==> src/rtl/audio_pkg.sv <==
// Shared audio definitions: envelope state codes and offset-binary / envelope scale helpers.
package audio_pkg;

  localparam logic [2:0] IDLE    = 3'd0;
  localparam logic [2:0] ATTACK  = 3'd1;
  localparam logic [2:0] DECAY   = 3'd2;
  localparam logic [2:0] SUSTAIN = 3'd3;
  localparam logic [2:0] RELEASE = 3'd4;

  typedef enum logic [2:0] {
    StIdle    = IDLE,
    StAttack  = ATTACK,
    StDecay   = DECAY,
    StSustain = SUSTAIN,
    StRelease = RELEASE
  } env_state_e;

  // Offset-binary midscale: the DAC code that means silence.
  function automatic int unsigned mid_of(input int unsigned bitdepth);
    return 32'd1 << (bitdepth - 32'd1);
  endfunction

  function automatic int unsigned full_of(input int unsigned envdepth);
    return (32'd1 << envdepth) - 32'd1;
  endfunction

endpackage

==> src/rtl/adsr_envelope_if.sv <==
// Control and sample bundle between the envelope and its surroundings.
interface adsr_envelope_if #(
  parameter int unsigned BITDEPTH = 12,
  parameter int unsigned ENVDEPTH = 16
) ();

  logic                gate;
  logic [ENVDEPTH-1:0] attack_inc;
  logic [ENVDEPTH-1:0] decay_dec;
  logic [ENVDEPTH-1:0] sustain_level;
  logic [ENVDEPTH-1:0] release_dec;
  logic [BITDEPTH-1:0] pcm_in;
  logic [BITDEPTH-1:0] pcm_out;
  logic [ENVDEPTH-1:0] env_level;
  logic [2:0]          env_state;

  modport master (
    output gate, attack_inc, decay_dec, sustain_level, release_dec, pcm_in,
    input  pcm_out, env_level, env_state
  );

  modport slave (
    input  gate, attack_inc, decay_dec, sustain_level, release_dec, pcm_in,
    output pcm_out, env_level, env_state
  );

endinterface

==> src/rtl/env_scaler.sv <==
// Two-stage multiply-and-recentre: scales an offset-binary sample about midscale by the envelope.
module env_scaler
  import audio_pkg::*;
#(
  parameter int unsigned BITDEPTH = 12,
  parameter int unsigned ENVDEPTH = 16
) (
  input  logic                clk,
  input  logic                rst_n,
  input  logic                t1_en,
  input  logic                t2_en,
  input  logic [BITDEPTH-1:0] pcm,
  input  logic [ENVDEPTH-1:0] level,
  output logic [BITDEPTH-1:0] pcm_out
);

  localparam int unsigned ProdW = BITDEPTH + ENVDEPTH + 1;
  localparam logic [BITDEPTH-1:0] Mid = BITDEPTH'(mid_of(BITDEPTH));
  localparam logic signed [ProdW-1:0] MidW = ProdW'(mid_of(BITDEPTH));
  localparam logic signed [ProdW-1:0] MaxW = ProdW'(2 * mid_of(BITDEPTH) - 1);

  logic signed [BITDEPTH-1:0] centred;
  logic signed [ProdW-1:0]    prod_d, prod_q, recentred;
  logic [BITDEPTH-1:0]        out_d, pcm_out_q;

  // Flipping the MSB of offset-binary is the same as subtracting midscale.
  assign centred = $signed({~pcm[BITDEPTH-1], pcm[BITDEPTH-2:0]});

  always_comb begin
    prod_d    = ProdW'(centred) * $signed(ProdW'({1'b0, level}));
    recentred = (prod_q >>> ENVDEPTH) + MidW;
    if (recentred[ProdW-1]) begin
      out_d = '0;
    end else if (recentred > MaxW) begin
      out_d = '1;
    end else begin
      out_d = recentred[BITDEPTH-1:0];
    end
  end

  always_ff @(posedge clk or negedge rst_n) begin
    if (!rst_n) begin
      prod_q    <= '0;
      pcm_out_q <= Mid;
    end else begin
      if (t1_en) prod_q <= prod_d;
      if (t2_en) pcm_out_q <= out_d;
    end
  end

  assign pcm_out = pcm_out_q;

endmodule

==> src/rtl/adsr_envelope.sv <==
// ADSR amplitude envelope: gate-driven level FSM advanced on sample ticks, feeding the scaler.
module adsr_envelope
  import audio_pkg::*;
#(
  parameter int unsigned BITDEPTH = 12,
  parameter int unsigned ENVDEPTH = 16
) (
  input  logic          clk,
  input  logic          rst_n,
  input  logic          sample_clock,
  adsr_envelope_if.slave bus
);

  localparam logic [ENVDEPTH-1:0] Full = ENVDEPTH'(full_of(ENVDEPTH));

  logic                sc_q, gate_q, t1_en_q, t2_en_q;
  logic                tick, rise, fall;
  env_state_e          state_q;
  logic [ENVDEPTH-1:0] level_q;
  logic [BITDEPTH-1:0] pcm_q;
  logic [ENVDEPTH:0]   attack_sum, decay_floor;

  assign tick = sample_clock & ~sc_q;
  assign rise = bus.gate & ~gate_q;
  assign fall = ~bus.gate & gate_q;

  // One extra bit so neither sum can wrap.
  assign attack_sum  = {1'b0, level_q} + {1'b0, bus.attack_inc};
  assign decay_floor = {1'b0, bus.sustain_level} + {1'b0, bus.decay_dec};

  always_ff @(posedge clk or negedge rst_n) begin
    if (!rst_n) begin
      sc_q    <= 1'b0;
      gate_q  <= 1'b0;
      t1_en_q <= 1'b0;
      t2_en_q <= 1'b0;
      pcm_q   <= '0;
    end else begin
      sc_q    <= sample_clock;
      t1_en_q <= tick;
      t2_en_q <= t1_en_q;
      if (tick) begin
        gate_q <= bus.gate;
        pcm_q  <= bus.pcm_in;
      end
    end
  end

  // Gate-edge entries into ATTACK/RELEASE leave the level untouched on that tick.
  always_ff @(posedge clk or negedge rst_n) begin
    if (!rst_n) begin
      state_q <= StIdle;
      level_q <= '0;
    end else if (tick) begin
      case (state_q)
        StIdle: begin
          level_q <= '0;
          if (rise) state_q <= StAttack;
        end
        StAttack: begin
          if (fall) begin
            state_q <= StRelease;
          end else if (attack_sum >= {1'b0, Full}) begin
            level_q <= Full;
            state_q <= StDecay;
          end else begin
            level_q <= attack_sum[ENVDEPTH-1:0];
          end
        end
        StDecay: begin
          if (fall) begin
            state_q <= StRelease;
          end else if ({1'b0, level_q} <= decay_floor) begin
            level_q <= bus.sustain_level;
            state_q <= StSustain;
          end else begin
            level_q <= level_q - bus.decay_dec;
          end
        end
        StSustain: begin
          if (fall) state_q <= StRelease;
          else      level_q <= bus.sustain_level;
        end
        StRelease: begin
          if (rise) begin
            state_q <= StAttack;
          end else if (level_q <= bus.release_dec) begin
            level_q <= '0;
            state_q <= StIdle;
          end else begin
            level_q <= level_q - bus.release_dec;
          end
        end
        default: begin
          state_q <= StIdle;
          level_q <= '0;
        end
      endcase
    end
  end

  assign bus.env_level = level_q;
  assign bus.env_state = state_q;

  env_scaler #(
    .BITDEPTH(BITDEPTH),
    .ENVDEPTH(ENVDEPTH)
  ) u_scaler (
    .clk    (clk),
    .rst_n  (rst_n),
    .t1_en  (t1_en_q),
    .t2_en  (t2_en_q),
    .pcm    (pcm_q),
    .level  (level_q),
    .pcm_out(bus.pcm_out)
  );

endmodule

==> src/flat_wrapper.sv <==
// flat-port wrapper written by rule: the top's interface ports become plain ports
module adsr_envelope_flat import audio_pkg::*;
#(
  parameter int unsigned BITDEPTH = 12,
  parameter int unsigned ENVDEPTH = 16
)
  (clk, rst_n, sample_clock, bus_gate, bus_attack_inc, bus_decay_dec, bus_sustain_level, bus_release_dec, bus_pcm_in, bus_pcm_out, bus_env_level, bus_env_state);
  adsr_envelope_if #(.BITDEPTH(BITDEPTH), .ENVDEPTH(ENVDEPTH)) bus_i ();
  input  logic clk;
  input  logic rst_n;
  input  logic sample_clock;
  input wire logic [$bits(bus_i.gate)-1:0] bus_gate;
  input wire logic [$bits(bus_i.attack_inc)-1:0] bus_attack_inc;
  input wire logic [$bits(bus_i.decay_dec)-1:0] bus_decay_dec;
  input wire logic [$bits(bus_i.sustain_level)-1:0] bus_sustain_level;
  input wire logic [$bits(bus_i.release_dec)-1:0] bus_release_dec;
  input wire logic [$bits(bus_i.pcm_in)-1:0] bus_pcm_in;
  output wire logic [$bits(bus_i.pcm_out)-1:0] bus_pcm_out;
  output wire logic [$bits(bus_i.env_level)-1:0] bus_env_level;
  output wire logic [$bits(bus_i.env_state)-1:0] bus_env_state;
  assign bus_i.gate = bus_gate;
  assign bus_i.attack_inc = bus_attack_inc;
  assign bus_i.decay_dec = bus_decay_dec;
  assign bus_i.sustain_level = bus_sustain_level;
  assign bus_i.release_dec = bus_release_dec;
  assign bus_i.pcm_in = bus_pcm_in;
  assign bus_pcm_out = bus_i.pcm_out;
  assign bus_env_level = bus_i.env_level;
  assign bus_env_state = bus_i.env_state;
  adsr_envelope #(.BITDEPTH(BITDEPTH), .ENVDEPTH(ENVDEPTH)) u_core (.clk(clk), .rst_n(rst_n), .sample_clock(sample_clock), .bus(bus_i));
endmodule
==> config.mk <==
export PLATFORM = sky130hd
export DESIGN_NAME = adsr_envelope_flat
export DESIGN_NICKNAME = d
export VERILOG_FILES = /design/src/rtl/audio_pkg.sv /design/src/rtl/adsr_envelope_if.sv /design/src/rtl/env_scaler.sv /design/src/rtl/adsr_envelope.sv /design/src/flat_wrapper.sv
export SDC_FILE = /design/constraint.sdc
export NUM_CORES = 1
export LEC_CHECK = 0
export CAP_MARGIN = 20
export CORE_MARGIN = 2
export CORE_UTILIZATION = 35
export CTS_CLUSTER_SIZE = 25
export DETAILED_ROUTE_END_ITERATION = 8
export GPL_ROUTABILITY_DRIVEN = 0
export MAX_ROUTING_LAYER = met4
export PLACE_DENSITY_LB_ADDON = 0.15
export SYNTH_ARGS = -nofsm -noshare
export SYNTH_HDL_FRONTEND = slang
export SYNTH_SLANG_ARGS = --single-unit
export TNS_END_PERCENT = 20
==> constraint.sdc <==
create_clock -name clk -period 6.03 [get_ports clk]
set_input_delay 1.809 -clock clk [delete_from_list [all_inputs] [get_ports clk]]
set_output_delay 1.809 -clock clk [all_outputs]
set_load 0.05 [all_outputs]
# Word-level counts from Yosys, hierarchy flattened
# Index checks and enable logic that the tools add are counted.
[totals]
out_inout_bits = 31
in_bits = 80
wordCells = 61
reg_bits = 76
[classes]
muxes = 19
bitwise = 7
n_eq_ne = 13
addsub = 5
reduce_logical = 3
magnitude_cmp = 4
n_mul = 1
[op_table]
columns = ["op", "n"]
rows = [
  ["two-way mux 16 bit", 7],
  ["one-hot mux 16 bit (4 select lines)", 1],
  ["adder 16 x 16 -> 17 bit", 2],
  ["subtractor 16 bit", 2],
  ["multiplier 12 x 17 -> 29 bit", 1],
  ["two-way mux 12 bit", 2],
  ["two-way mux 3 bit", 8],
  ["greater-or-equal comparator 17 x 16 -> 1 bit (second input constant)", 1],
  ["<= comparator 16 x 17 -> 1 bit", 1],
  ["<= comparator 16 bit", 1],
  ["one-hot mux 3 bit (5 select lines)", 1],
  ["adder 13 x 13 -> 14 bit (second input constant)", 1],
  ["> comparator 14 x 13 -> 1 bit (second input constant)", 1],
  ["inequality test 3 x 1 -> 1 bit (second input constant)", 3],
  ["inequality test 2 bit (second input constant)", 4],
  ["== test 3 x 2 -> 1 bit (second input constant)", 2],
  ["AND reduction 6 bit", 1],
  ["AND reduction 5 bit", 1],
  ["inequality test 2 x 1 -> 1 bit (second input constant)", 2],
  ["NOT 1 bit", 4],
  ["AND 1 bit", 3],
  ["== test 3 x 1 -> 1 bit (second input constant)", 1],
  ["== test 3 bit (second input constant)", 1],
  ["logical NOT 3 bit", 1],
]

# Longest topological paths before layout
[logic_depth]
depth_word = 5
depth_mapped = 23
depth_no_buf = 21

# By module
# Synthesis repeated with hierarchy kept, for this count alone.
[hier_totals]
cells_unflattened = 1528
hier_area_um2 = 12598.3
[by_module_without_submodules]
columns = ["mod", "seq_area_each_um2", "area_each_um2", "instances", "cells_per_inst"]
rows = [
  ["env_scaler", 626.9, 7375.8, 1, 849],
  ["adsr_envelope", 875.8, 5222.5, 1, 679],
]

# Worst setup path before layout
# Ideal clock, no wire load.
[synth_timing]
kind = "register to register"
from = "register u_core.level_q[11] (netlist: u_core.bus.env_level[11])"
to = "register u_core.u_scaler.prod_q[28]"
synth_period_minus_slack_ns = 6.123
n_path_buf = 1
required_ns = 5.905
t_arrival_ns = 5.999
slack_ns = -0.093
setup_time_ns = 0.125
path_stages_with_launch = 20
cell_sequence = "dfrtp_1 clkbuf_1 nand2_1 fa_1 fa_1 inv_1 fa_1 fa_1 inv_1 fa_1 inv_1 ha_1 or3_4 a2111oi_4 nor4_2 a2111oi_4 nor3_2 a2111oi_2 xor2_1 mux2_2"
[synth_between]
elab_chain_len = 1
[synth_lines]
columns = ["item", "line", "source"]
rows = [
  ["from (decl)", "adsr_envelope.sv:19", "logic [ENVDEPTH-1:0] level_q;"],
  ["from (signal assigned)", "adsr_envelope.sv:64", "level_q <= Full;"],
  ["from (signal assigned)", "adsr_envelope.sv:67", "level_q <= attack_sum[ENVDEPTH-1:0];"],
  ["from (signal assigned)", "adsr_envelope.sv:74", "level_q <= bus.sustain_level;"],
  ["multiplier 12 x 17 -> 29 bit", "env_scaler.sv:30", "prod_d = ProdW'(centred) * $signed(ProdW'({1'b0, level}));"],
  ["to (signal assigned)", "env_scaler.sv:46", "if (t1_en) prod_q <= prod_d;"],
  ["to (decl)", "env_scaler.sv:23", "logic signed [ProdW-1:0] prod_d, prod_q, recentred;"],
]
# Every way passes these cells.
# A chain may end at the register's enable or synchronous reset.

# Final worst setup path
[layout_timing]
from = "register u_core.level_q[14] (netlist: u_core.bus.env_level[14])"
to = "register u_core.u_scaler.prod_q[28]"
# The elaborated chain is that of the path after synthesis.

==> results.cfg <==
[die]
ios = 111
fp.dieW_um = 190
die_h_um = 190
num_rows = 68
start_util_pct = 35.4
die_area_um2 = 36300
core_area_um2 = 34400

[grt]
grt_pass1_vias = 10242
grt_pass1_wl_mm = 55.1
grt_usage_pct = 20.0
grt-ovfl-total = 0
antenna_found_initial = 1
grt_start_max_net_pins = 32

[synth]
ys_seq_area_share_pct = 12.4
synth_fa_ha_area_share_pct = 40.1
avgSynthCellArea_um2 = 8.61
synth_compound_area_share_pct = 16.0
synth_fp_nets = 1797
yosysWarnings = 0
synth-simple-area-share_pct = 16.5
synth-main-ff-cell = dfrtp_1
ys_ff_latch = 60
ys_types = 79
synthCells = 1413
synth_mux_area_share_pct = 2.31
async_flop_share_pct = 100
synth_edf_count = 0
synth_area_um2 = 12200
synth_top_family_by_area = adder cells
synth-xor-area-share_pct = 4.46

[setup_path]
critPathSlowestCell = dfrtp_1
timing.rr.end = u_core.u_scaler.prod_q[28]
crit-reg2reg-launch = u_core.bus.env_level[14]
critPathCaptureType = flip-flop
worstSetupPathType = reg -> reg
path_cells = nand2_1 -> fa_1 -> inv_1 -> ha_1 -> inv_1 -> fa_1 -> inv_1 -> fa_1 -> inv_1 -> fa_1 -> inv_1 -> ha_1 -> or3_4 -> a2111oi_4 -> buf_4 -> nor4_2 -> a2111oi_4 -> nor3_2 -> a2111oi_2 -> xor2_1 -> mux2_2
cp.arrival_ns = 6.03
crit_fanout = 9
critPathLaunchType = flip-flop
r2r_slack_ns = 0.22
required_ns = 6.25
rr_worst_depth = 21
slowest_delay_ns = 0.60
crit_top_cell = inv_1

[job]
maxCapViolCount = 0

[sta]
finalCritPeriodShare_pct = 96.3
layout_min_cycle_time_ns = 5.81
finalSetupViolations = 0
tightestPinTransition_ns = 0.921
rsz0062_at_grt = yes
max_freq_ghz = 0.172
finalHoldViolations = 0
finClkSkew_ns = 0.0112
max-slew-margin-rel_pct = 38.4
setup_ws_ns = 0.223
drv_slew = 0

[power_and_ir_drop]
cellLeakagePower_nw = 7.23
power_density_nw_per_um2 = 497
max-vdd-ir-drop_mv = 0.367

[clocking]
cts_tree = done
clockRootBuffer = clkbuf_16
clk-insertion-delay-late_ns = 0.35
clock_sinks = 60
h-tree-depth = 3
cts_hold_buffers = 0
cts_buffer_depth = 2
cts_buffers = 9
clkTransAtPathRegs_ns = 0.06

[final_layout]
syn_to_final_growth_pct = 22.3
num-nets-final = 1980
drive_above_1_share_pct = 13.0
finalNonFillerCells = 2058

[detailed_routing]
dr_wl_met3_mm = 1.16
drc = 0
firstDrtPassIters = 5
drt_iter0_drc = 612
wl_per_cell_um = 16.8
via_count = 10435
wl_mm = 34.6
met2_length_mm = 15.9
ant_nets = 0
viasPerCell = 5.07
routed.top_layer = met4
wl_met1_mm = 17.1

[run_status]
status = finished, final reports clean

[placement]
pre_cts_ws_ns = -0.399
port_buffers = 110
dp.cells = 2031
dpl.hpwl_mm = 29.0

[min_path]
min_from = u_core.u_scaler.pcm_out[11]
min_path_type = reg -> reg
whs_path_depth = 2
hold-path-endpoint = u_core.u_scaler.pcm_out[11]
==> synth_stat cells (6+ instances only) <==
library cell / instances / area (um^2)
inv_1: 214 / 803
o21bai_1: 10 / 75.1
a21oi_1: 65 / 325
mux2i_1: 9 / 90.1
o211ai_1: 8 / 60.1
clkbuf_1: 43 / 161
nor2_1: 45 / 169
or2_2: 8 / 50.1
and3_1: 7 / 43.8
dfrtp_1: 59 / 1480
o21a_1: 13 / 97.6
a31oi_1: 7 / 43.8
nor3_1: 15 / 75.1
or3_1: 6 / 37.5
mux2_2: 13 / 146
xor2_1: 20 / 175
o21ai_0: 38 / 190
a22oi_1: 8 / 60.1
and2_1: 63 / 394
nand4_1: 9 / 56.3
ha_1: 161 / 2010
nand3_1: 19 / 95.1
a21o_1: 29 / 218
o21ai_1: 16 / 80.1
xnor2_1: 42 / 368
nand2_1: 212 / 796
nand2b_1: 10 / 62.6
fa_1: 143 / 2860
nor2b_1: 13 / 81.3
==> registers in the layout, summed over array words and instances (netlist names) <==
register / flops
u_core.bus.env_level: 16
u_core.bus.env_state: 3
u_core.gate_q: 1
u_core.pcm_q: 12
u_core.sc_q: 1
u_core.t1_en_q: 1
u_core.t2_en_q: 1
u_core.u_scaler.pcm_out: 12
u_core.u_scaler.prod_q: 13
==> final cells by class <==
cell class	instances	area, um^2
fill	3507	19500
antenna	2	5.00
tap	455	569
timing repair buffer	224	1990
inverter	214	803
clock buffer	14	264
clock inverter	2	10.0
multi-input combinational	1087	9710
sequential	60	1530
==> worst max path at each step <==
stage	slack [ns]	cells after the start	from	endpoint
3_3_place_gp	-0.36	22	bus_sustain_level[1]	u_core.bus.env_level[7]
3_5_place_dp	-0.40	21	bus_decay_dec[1]	u_core.bus.env_level[9]
5_1_grt	-0.07	21	u_core.pcm_q[1]	u_core.u_scaler.prod_q[28]
6_report	0.22	21	u_core.bus.env_level[14]	u_core.u_scaler.prod_q[28]
4_1_cts	0.005	21	bus_sustain_level[1]	u_core.bus.env_level[9]
2_1_floorplan	0.0006	19	u_core.bus.env_level[4]	u_core.u_scaler.prod_q[28]
==> cells in the final DEF, fill, tap and decap left out, types with 4 or more instances in the layout <==
master	synthesis	routed
o21ai_2	3	4
nor2_1	45	45
or2_2	8	8
a22oi_1	8	8
o31ai_1	5	5
o21a_1	13	12
xnor2_1	42	42
buf_4	1	111
o31a_1	5	5
nand2_1	212	211
a31oi_1	7	7
a21oi_1	65	65
a221oi_1	5	4
dfrtp_1	59	41
o21bai_1	10	10
fa_1	143	141
ha_1	161	160
a32oi_1	4	4
o2111ai_1	4	4
nand3_1	19	19
nor3_1	15	14
and3_1	7	7
o21ai_0	38	38
clkdlybuf4s50_1	0	107
mux2_2	13	13
clkbuf_16	0	9
o211ai_1	8	8
mux2_1	4	4
dfrtp_2	0	18
mux2i_1	9	9
and2_1	63	63
xor2_1	20	20
o21ai_1	16	14
a21o_1	29	29
or3_1	6	6
a211oi_2	4	6
nand2b_1	10	10
nor2b_1	13	13
inv_1	214	213
nand4_1	9	9
==> critical path, delay by kind of cell (launching register included) <==
family          cells  cell delay [ns]
buf+inv             6             0.46
mux                 1             0.27
simple gates        4             0.71
xor+xnor            1             0.11
flops               1             0.60
compound gates      3             0.95
fa+ha+maj           6             2.55
==> routing by layer <==
metal	vias up	global-route usage [%]
met5	-	-
met4	0	4.29
met3	35	1.49
met2	217	30.8
met1	5111	28.9
li1	5072	-
==> kinds of logic after synthesis <==
kind of cell,after synthesis
xor gates and xnor gates,62
and+or+nand+nor,422
buffers and inverters,266
muxes,26
adders and majority gates,304
AOI/OAI and AO/OA,273
DFF,60
==> per-stage QoR <==
stage	instance area [um^2]	hold slack, ns	setup TNS (ns)	power, mW	utilization, %
4_1_cts	14700	0.482	0	7.46	42.9
5_1_grt	14900	0.522	-0.0839	8.28	43.3
3_3_place_gp	14400	0.468	-3.87	6.85	42.0
3_5_place_dp	14400	0.473	-5.06	6.88	42.0
6_report	14900	0.473	0	7.39	43.3
2_1_floorplan	12200	0.370	0	5.13	-
==> power by group <==
group	leakage, nW	switching (mW)	internal, mW
Combinational	6.37	3.46	2.67
Clock	0.137	0.199	0.300
Sequential	0.721	0.203	0.559
==> repair_timing <==
action,4_1_cts,5_1_grt
setup buffers,2,7
endpoints found under the hold margin,0,0
setup endpoints to repair,5,20
pin swaps,2,16
resized for setup,8,21
Power figures use the tool's default switching activity.
